==> src/rtl/csa_multi_adder.sv <==
// csa_multi_adder: N-operand unsigned adder.
// Wallace-style 3:2 carry-save tree, optionally registered after every
// compressor level, followed by a Kogge-Stone carry-lookahead final adder
// and an output/accumulator register with valid/ready flow control.
// Optional feature macro: CSA_MULTI_ADDER_SAT_EN (saturating accumulator).
module csa_multi_adder #(
  parameter int Width = 32,
  parameter int Nops  = 4,
  parameter int Pipe  = 1,
  parameter int AccW  = 40
) (
  input  logic                    i_clkp,
  input  logic                    i_rstn,
  input  logic [Nops*Width-1:0]   i_ops,
  input  logic                    i_valid,
  output logic                    o_ready,
  input  logic                    i_acc,
  input  logic                    i_clr,
  output logic [AccW-1:0]         o_d,
  output logic                    o_c,
  output logic                    o_valid,
  input  logic                    i_ready
);

  // Number of partial-sum rows entering compressor level lvl.
  function automatic int cnt_at(input int lvl);
    int n;
    n = Nops;
    for (int i = 0; i < lvl; i++) n = n - n / 3;
    return n;
  endfunction

  // Compressor levels needed to reduce Nops rows down to two.
  function automatic int lev_calc();
    int n;
    int l;
    n = Nops;
    l = 0;
    while (n > 2) begin
      n = n - n / 3;
      l++;
    end
    return l;
  endfunction

  // Majority (carry) output of a 3:2 compressor, already weighted by 2.
  // The bit shifted out is always zero because every partial sum is
  // bounded by the exact total, which fits in AccW bits.
  function automatic logic [AccW-1:0] csa_carry(input logic [AccW-1:0] a,
                                                input logic [AccW-1:0] b,
                                                input logic [AccW-1:0] c);
    return ((a & b) | (a & c) | (b & c)) << 1;
  endfunction

`ifdef CSA_MULTI_ADDER_SAT_EN
  // Clamp an AccW+1 bit result to the largest AccW-bit value on overflow.
  function automatic logic [AccW-1:0] sat_fold(input logic [AccW:0] r);
    return r[AccW] ? {AccW{1'b1}} : r[AccW-1:0];
  endfunction
`endif

  localparam int LEV = lev_calc();

  // Elaboration-time parameter sanity checks.
  if (AccW < Width + $clog2(Nops)) begin : g_chk_accw
    $error("csa_multi_adder: AccW too small for Width and Nops");
  end
  if (Width < 4 || Width > 64) begin : g_chk_width
    $error("csa_multi_adder: Width out of range 4..64");
  end
  if (Nops < 2 || Nops > 16) begin : g_chk_nops
    $error("csa_multi_adder: Nops out of range 2..16");
  end

  logic adv;
  logic vld_t;
  logic acc_t;
  logic clr_t;

  // Global stall: everything advances unless a held output is not taken.
  assign adv     = ~o_valid | i_ready;
  assign o_ready = adv;

  // ---- compressor tree: level l consumes cin, produces cout for l+1 ----
  for (genvar l = 0; l <= LEV; l++) begin : g_lvl
    localparam int CI = cnt_at(l);
    logic [AccW-1:0] cin [0:CI-1];

    if (l == 0) begin : g_src
      // Zero-extend each operand to the accumulator width.
      always_comb begin
        for (int k = 0; k < CI; k++) begin
          cin[k] = {{(AccW-Width){1'b0}}, i_ops[k*Width +: Width]};
        end
      end
    end else if (Pipe != 0) begin : g_reg
      // Level boundary register; data carries no reset, only valid does.
      always_ff @(posedge i_clkp) begin
        if (adv) cin <= g_lvl[l-1].g_cmp.cout;
      end
    end else begin : g_wire
      // Purely combinational tree: pass rows straight through.
      always_comb begin
        cin = g_lvl[l-1].g_cmp.cout;
      end
    end

    if (l < LEV) begin : g_cmp
      localparam int G  = CI / 3;
      localparam int CO = CI - G;
      logic [AccW-1:0] cout [0:CO-1];

      // Groups of three rows compress to sum+carry; leftovers pass through.
      always_comb begin
        for (int g = 0; g < G; g++) begin
          cout[2*g]   = cin[3*g] ^ cin[3*g+1] ^ cin[3*g+2];
          cout[2*g+1] = csa_carry(cin[3*g], cin[3*g+1], cin[3*g+2]);
        end
        for (int k = 3 * G; k < CI; k++) begin
          cout[k-G] = cin[k];
        end
      end
    end
  end

  // ---- sideband (valid / accumulate / clear) travelling with the data ----
  if (Pipe != 0 && LEV > 0) begin : g_sb
    logic [LEV-1:0] vld_q;
    logic [LEV-1:0] acc_q;
    logic [LEV-1:0] clr_q;

    // Valid bits are control state: reset clears them, discarding in-flight beats.
    always_ff @(posedge i_clkp) begin
      if (!i_rstn) begin
        vld_q <= '0;
      end else if (adv) begin
        vld_q[0] <= i_valid;
        for (int l = 1; l < LEV; l++) vld_q[l] <= vld_q[l-1];
      end
    end

    // Accumulate/clear flags are only meaningful alongside a valid bit.
    always_ff @(posedge i_clkp) begin
      if (adv) begin
        acc_q[0] <= i_acc;
        clr_q[0] <= i_clr;
        for (int l = 1; l < LEV; l++) begin
          acc_q[l] <= acc_q[l-1];
          clr_q[l] <= clr_q[l-1];
        end
      end
    end

    assign vld_t = vld_q[LEV-1];
    assign acc_t = acc_q[LEV-1];
    assign clr_t = clr_q[LEV-1];
  end else begin : g_sb_wire
    assign vld_t = i_valid;
    assign acc_t = i_acc;
    assign clr_t = i_clr;
  end

  // ---- final carry-lookahead adder (two remaining rows, carry-in 0) ----
  logic [AccW-1:0] fa_a;
  logic [AccW-1:0] fa_b;
  logic [AccW-1:0] tree_sum;
  logic [AccW-2:0] gk;
  logic [AccW-2:0] pk;

  assign fa_a = g_lvl[LEV].cin[0];
  assign fa_b = g_lvl[LEV].cin[1];

  // Kogge-Stone prefix over generate/propagate; the top carry is never needed.
  always_comb begin
    gk = fa_a[AccW-2:0] & fa_b[AccW-2:0];
    pk = fa_a[AccW-2:0] ^ fa_b[AccW-2:0];
    for (int d = 1; d < AccW - 1; d = d * 2) begin
      for (int i = AccW - 2; i >= d; i--) begin
        gk[i] = gk[i] | (pk[i] & gk[i-d]);
        pk[i] = pk[i] & pk[i-d];
      end
    end
    tree_sum = (fa_a ^ fa_b) ^ {gk, 1'b0};
  end

  // ---- output stage: accumulator, carry flag, output valid ----
  logic [AccW-1:0] sum_q;
  logic [AccW-1:0] sum_d;
  logic            c_q;
  logic            c_d;
  logic            ovld_q;
  logic [AccW-1:0] base;
  logic [AccW:0]   sum_ext;

  // Clear wins over accumulate; bubbles leave accumulator and carry untouched.
  always_comb begin
    base    = (acc_t && !clr_t) ? sum_q : '0;
    sum_ext = {1'b0, base} + {1'b0, tree_sum};
    sum_d   = sum_q;
    c_d     = c_q;
    if (vld_t) begin
`ifdef CSA_MULTI_ADDER_SAT_EN
      sum_d = sat_fold(sum_ext);
`else
      sum_d = sum_ext[AccW-1:0];
`endif
      c_d   = sum_ext[AccW];
    end
  end

  // Output register doubles as the running accumulator; held under stall.
  always_ff @(posedge i_clkp) begin
    if (!i_rstn) begin
      sum_q  <= '0;
      c_q    <= 1'b0;
      ovld_q <= 1'b0;
    end else if (adv) begin
      sum_q  <= sum_d;
      c_q    <= c_d;
      ovld_q <= vld_t;
    end
  end

  assign o_d     = sum_q;
  assign o_c     = c_q;
  assign o_valid = ovld_q;

endmodule

==> config.mk <==
export PLATFORM = sky130hd
export DESIGN_NAME = csa_multi_adder
export DESIGN_NICKNAME = d
export VERILOG_FILES = /design/src/rtl/csa_multi_adder.sv
export SDC_FILE = /design/constraint.sdc
export NUM_CORES = 1
export LEC_CHECK = 0
export CORE_MARGIN = 2
export CORE_UTILIZATION = 55
export DETAILED_ROUTE_END_ITERATION = 12
export GPL_TIMING_DRIVEN = 0
export PLACE_DENSITY = 0.8
export SYNTH_ARGS = -nofsm -noshare
export SYNTH_HDL_FRONTEND = slang
export SYNTH_SLANG_ARGS = --single-unit
==> constraint.sdc <==
create_clock -name i_clkp -period 7.26 [get_ports i_clkp]
set_clock_uncertainty 0.1 [all_clocks]
set_input_delay 1.452 -clock i_clkp [delete_from_list [all_inputs] [get_ports i_clkp]]
set_output_delay 1.452 -clock i_clkp [all_outputs]
set_load 0.02 [all_outputs]
==> impl_metrics.toml, run 1 <==
[run_status]
status = "finished clean"

[clock_network]
clk_pin_slew_ns = 0.06
cts_max_level = 1
cts-root-buf = "clkbuf_16"
clk_latency_ns = 0.51
cts_sinks = 209
numCtsBuffers = 23
postCtsHoldBufs = 0
postCtsSetupRepairBufs = 0
ctsResizeCount = 0
cts.path.max_buffers = 3
cts_tree = "built"

[worst_setup_path]
end_kind = "flop"
setup.worst_path.start_class = "flop"
cp_max_fo = 9
crit_arrival_ns = 6.29
rr_worst_depth = 20
worst-setup-path-type = "reg2reg"
r2r_start = "fa_a[1]"
r2r_slack_ns = 1.31
r2r-end = "o_d[38]"
startpoint = "fa_a[1]"
required_ns = 7.60

[cells_and_area]
fillerInstances = 1557
antenna_cells = 0
syn_to_final_growth_pct = 24.29
regArea_um2 = 5836
final_cells = 1460
multi_input_area_um2 = 5687
final_nets = 1435
drive_gt1_share_pct = 4.810
fin_util_pct = 69.35

[min_path]
hold_start = "g_sb.acc_q[0]"
hp-class = "reg2reg"
holdPathStages = 0
hold-path-endpoint = "g_sb.acc_q[1]"

[global_routing]
grt_pass1_vias = 8373
grt_pass1_wl_um = 41080
grt_usage_pct = 23.00
grt_max_degree = 104
antenna_found_initial = 0
grt_overflow_total = 0

[drt]
route.met2.wl_um = 12390
met3_length_um = 1733
firstDrtPassIters = 6
met1_length_um = 10730
top_layer_used = "met4"
drt_iter0_markers = 593
wl_per_cell_um = 17.43
drc = 0
final_antenna_net_count = 0
vias = 8419
via_per_inst = 5.766
wl_um = 25450

[sta]
min_period_ns = 5.947
holdWs_ns = 0.3218
hold_viol = 0
max_freq_mhz = 168.2
fin_tns_setup_ns = 0
worstMarginPinSlew_ns = 1.007
slew_violations = 0
slew_headroom_pct = 32.02
grt_setup_unrepaired = "no"
setup_ws_ns = 1.313
setup_viol = 0
post-route-period-util_pct = 81.92

[power_and_ir_drop]
pwr-share-clk_pct = 24.6
power_density_nw_per_um2 = 309.3
ir_worst_vdd_uv = 176.1
p_seq_share_pct = 34.9
p_comb_share_pct = 40.5
leakage_nw = 5.597
internal_power_w = 0.002913
switchingPower_w = 0.001581
switching_share_pct = 35.18

[die]
die_height_um = 149.8
start_util_pct = 55.79
num_rows = 53
die_area_um2 = 22440
die_w_um = 149.8
core_um2 = 20960
ioPinCount = 177

[yosys]
synth_common_cells = "165 x edfxtp_1, 93 x a21oi_1, 68 x nand2_1, 67 x ha_1, 65 x fa_1"
synth_seq_cells = 209
yosysSeqAreaShare_pct = 49.91
yosys_warnings = 0
syn_inst = 968
synth.area.top_cells = "edfxtp_1 42%, fa_1 11%, dfxtp_1 7.5%"
synth.distinct_cells = 66
synthArstFlopShare_pct = 0
ys_dominant_reg_cell = "edfxtp_1"
yosysTopAreaCell = "edfxtp_1"
synth_edf_count = 165
syn-cell-area_um2 = 11690
synth_top_area_share_pct = 42.38
avgSynthCellArea_um2 = 12.08
synth_nets = 1234
yosysMostFrequentCell = "edfxtp_1"

[placement]
place.gp.congestion = 0.8847
dp_cells = 1419
io_buffers = 175
dp_hpwl_um = 18760
pre_cts_slack_ns = 1.448

[job]
drv_cap = 0
## registers in the layout, indices dropped and copies added (netlist names)
register	cells
g_sb.vld_q	2
g_lvl.cin	96
g_sb.clr_q	2
o_valid	1
fa_b	32
fa_a	33
o_c	1
g_sb.acc_q	2
o_d	40
## per-stage QoR
stage,cell area (µm²),power [W]
2_1_floorplan,11690,0.002876
6_report,14530,0.004495
3_5_place_dp,13820,0.003375
3_3_place_gp,13790,0.003313
5_1_grt,14530,0.004786
4_1_cts,14530,0.004497
## area by class of cell
cell class | instances | area share (%)
Clock buffer | 30 | 4.142
Inverter | 13 | 0.3702
Tap cell | 275 | 2.368
Buffer | 29 | 0.8266
Sequential cell | 209 | 40.16
Timing Repair Buffer | 176 | 12.24
Clock inverter | 11 | 0.7577
Multi-Input combinational cell | 717 | 39.13
## power groups by stage
| stage | Sequential [W] | Clock, W | Combinational, W |
|---|---|---|---|
| floorplan | 0.00160 | 0 | 0.00127 |
| global placement | 0.00159 | 0 | 0.00172 |
| detailed placement | 0.00160 | 0 | 0.00178 |
| CTS | 0.00157 | 0.00112 | 0.00180 |
| global route | 0.00159 | 0.00117 | 0.00202 |
| finish | 0.00157 | 0.00110 | 0.00182 |
## metal layers
layer,GRT usage (%),up-vias
li1,-,4040
met1,31.21,4065
met2,38.44,269
met3,3.841,45
met4,6.792,0
met5,0,-
## worst max-delay path by stage
stage / slack [ns] / depth (start not counted) / endpoint
2_1_floorplan: 0.83 / 2 / o_ready
3_3_place_gp: -1.89 / 4 / o_ready
3_5_place_dp: 1.45 / 20 / o_d[38]
4_1_cts: 1.37 / 20 / o_d[38]
5_1_grt: 0.78 / 20 / o_d[34]
6_report: 1.31 / 20 / o_d[38]
## cell families after synthesis
family,after synthesis,synth area share [%]
multiplexers,4,0.3425
AO/OA/AOI/OAI,260,14.45
buffers and inverters,42,1.445
adder cells (fa/ha/maj),132,18.30
AND/OR/NAND/NOR,277,12.25
flip-flops,209,49.91
XOR/XNOR,44,3.296
## worst max-delay path, cell delays in order (launching register included)
cell and delay (ns):
edfxtp_1 0.37, ha_1 0.25, fa_1 0.43, a211oi_1 0.25
nor2_1 0.11, o311ai_0 0.87, a211oi_1 0.32, o21ai_0 0.24
nand2b_1 0.07, a21oi_1 0.17, xnor2_1 0.14, ha_1 0.25
clkbuf_1 0.20, a21oi_1 0.25, o21ai_0 0.16, a221oi_1 0.32
o21ai_0 0.27, o41ai_1 0.60, a21o_1 0.24, nand4_1 0.11
o211ai_1 0.12
## layout by cell type (no fill, tap or decap), drive strengths merged, types with 10 or more instances in the layout
master | netlist | final
and2 | 42 | 42
nor3 | 19 | 19
fa | 65 | 65
xnor2 | 30 | 30
a21o | 31 | 31
a211oi | 16 | 16
o211ai | 12 | 12
xor2 | 14 | 14
nand2 | 68 | 68
ha | 67 | 67
o21ai | 43 | 43
clkdlybuf4s50 | 0 | 175
clkbuf | 22 | 52
nand3 | 32 | 32
nand4 | 13 | 13
o21a | 10 | 10
inv | 12 | 13
nand2b | 11 | 11
and3 | 12 | 12
edfxtp | 165 | 165
nor2 | 44 | 44
a21oi | 94 | 94
dfxtp | 44 | 44
Note: power is estimated with default switching activity, not from simulation.
==> run 2: changes to the inputs <==
==> constraint.sdc (replaced) <==
create_clock -name i_clkp -period 5.93 [get_ports i_clkp]
set_clock_uncertainty 0.1 [all_clocks]
set_input_delay 1.186 -clock i_clkp [delete_from_list [all_inputs] [get_ports i_clkp]]
set_output_delay 1.186 -clock i_clkp [all_outputs]
set_load 0.02 [all_outputs]
==> run 2 against run 1 <==
Worst setup slack worse by 0.90 ns. Sequential cell count stayed put. Final area is 0.59% higher. Sequential share of layout area is 0.23 points lower. Die area stayed put.
==> impl_metrics.toml, run 2 (synthesis results as in run 1) <==
[drt]
via_per_inst = 5.754
drt_iter0_markers = 584
final_antenna_net_count = 0
wl_per_cell_um = 17.14
vias = 8413
drc = 0
firstDrtPassIters = 7
wl_um = 25060

[clock_network]
cts.path.max_buffers = 3
cts-root-buf = "clkbuf_16"
cts_max_level = 1
clk_pin_slew_ns = 0.06
postCtsHoldBufs = 0
cts_tree = "built"
numCtsBuffers = 23
clk_latency_ns = 0.53
cts_sinks = 209
postCtsSetupRepairBufs = 0

[cells_and_area]
final_common_cell = "clkdlybuf4s50_1"
final_nets = 1437
largest_register_ffs = 96
top_register = "g_lvl.cin"
antenna_cells = 0
fin_util_pct = 69.75
fin_area_um2 = 14620
drive_gt1_share_pct = 5.644
syn_to_final_growth_pct = 25.02
layout_common_cells = "175 x clkdlybuf4s50_1, 165 x edfxtp_1, 93 x a21oi_1"

[sta]
slew_violations = 0
holdWs_ns = 0.3199
hold_viol = 0
setup_viol = 0
max_freq_mhz = 181.2
min_period_ns = 5.520
worstMarginPinSlew_ns = 1.037
slew_headroom_pct = 30.72
setup_ws_ns = 0.4098
grt_setup_unrepaired = "no"
post-route-period-util_pct = 93.09

[power_and_ir_drop]
power_density_nw_per_um2 = 379.2
p_seq_share_pct = 34.7
pwr-share-clk_pct = 25.3
ir_worst_vdd_uv = 222.4
switchingPower_w = 0.001963
switching_share_pct = 35.42
p_comb_share_pct = 40.0
leakage_nw = 5.649
internal_power_w = 0.003579

[worst_setup_path]
setup.worst_path.start_class = "flop"
cp_max_fo = 9
end_kind = "flop"
required_ns = 6.22
crit_arrival_ns = 5.81
worst-setup-path-type = "reg2reg"
r2r_slack_ns = 0.41

[die]
die_area_um2 = 22440
num_rows = 53
ioPinCount = 177
core_um2 = 20960
die_w_um = 149.8
die_height_um = 149.8
start_util_pct = 55.79

[global_routing]
grt_usage_pct = 22.38
grt_pass1_wl_um = 40190
antenna_found_initial = 0
grt_max_degree = 49
grt_overflow_total = 0
grt_pass1_vias = 8302

[placement]
pre_cts_slack_ns = 0.04147
dp_hpwl_um = 18460
place.gp.congestion = 0.8796
io_buffers = 175
placed_area_um2 = 13850

[min_path]
hp-class = "reg2reg"

[run_status]
status = "finished clean"

[job]
drv_cap = 0
-- run 2: cell count changes in the layout (fill, tap and decap cells not counted), sizes merged --
cell / delta
buf: +2
bufinv: -1
clkbuf: -1
clkinvlp: +1
inv: +1
-- run 2: layout make-up --
class | instances | area (µm²)
Multi-Input combinational cell | 717 | 5702
Tap cell | 275 | 344.1
Inverter | 13 | 52.55
Timing Repair Buffer | 178 | 1812
Fill cell | 1564 | 6339
Clock buffer | 29 | 638.1
Buffer | 29 | 120.1
Sequential cell | 209 | 5836
Clock inverter | 12 | 112.6
-- run 2: final timing paths --
path | startpoint | end | cells after the start
setup / recovery | fa_a[1] | o_d[38] | 19
setup reg to reg | fa_a[1] | o_d[38] | 19
hold / removal | g_sb.clr_q[0] | g_sb.clr_q[1] | 0
hold reg to reg | g_sb.clr_q[0] | g_sb.clr_q[1] | 0
-- run 2: power by group through the flow --
stage          clock network, W  logic (W)  registers (W)
2_1_floorplan                 0    0.00156        0.00196
3_3_place_gp                  0    0.00211        0.00194
3_5_place_dp                  0    0.00217        0.00195
4_1_cts                 0.00143    0.00219        0.00192
5_1_grt                 0.00148    0.00247        0.00195
6_report                0.00140    0.00222        0.00192
-- run 2: through the flow --
stage               instances  TNS (ns)  total power, W
finish                   1462         0        0.005542
detailed placement       1421         0        0.004123
global placement         1418    -42.25        0.004057
floorplan                 968         0        0.003520
CTS                      1462         0        0.005543
global route             1462         0        0.005896
-- run 2: critical path, stage by stage (launching register included) --
cell and delay (ns):
edfxtp_1 0.37, ha_1 0.25, fa_1 0.44, a211oi_1 0.29, nor2_1 0.14, o311ai_2 0.47, a211oi_1 0.24, o21ai_0 0.24
nand2b_1 0.09, a21oi_1 0.18, xnor2_1 0.09, ha_1 0.28, clkbuf_1 0.31, and4_1 0.27, nand3_1 0.09, a2111oi_1 0.89
o41ai_2 0.17, a21o_1 0.24, nand4_1 0.11, o211ai_1 0.11
-- run 2: what timing repair did --
action | in CTS | in global routing
resized for setup | 1 | 2
pin swaps | 0 | 0
endpoints found under the setup margin | 1 | 3
-- run 2: routing by layer --
metal / track usage (%) / vias up / part of all wire (%)
met5: 0 / - / 0
met4: 5.189 / 0 / 1.9
met3: 4.055 / 37 / 6.9
met2: 37.59 / 271 / 48
met1: 30.57 / 4065 / 43
li1: - / 4040 / -
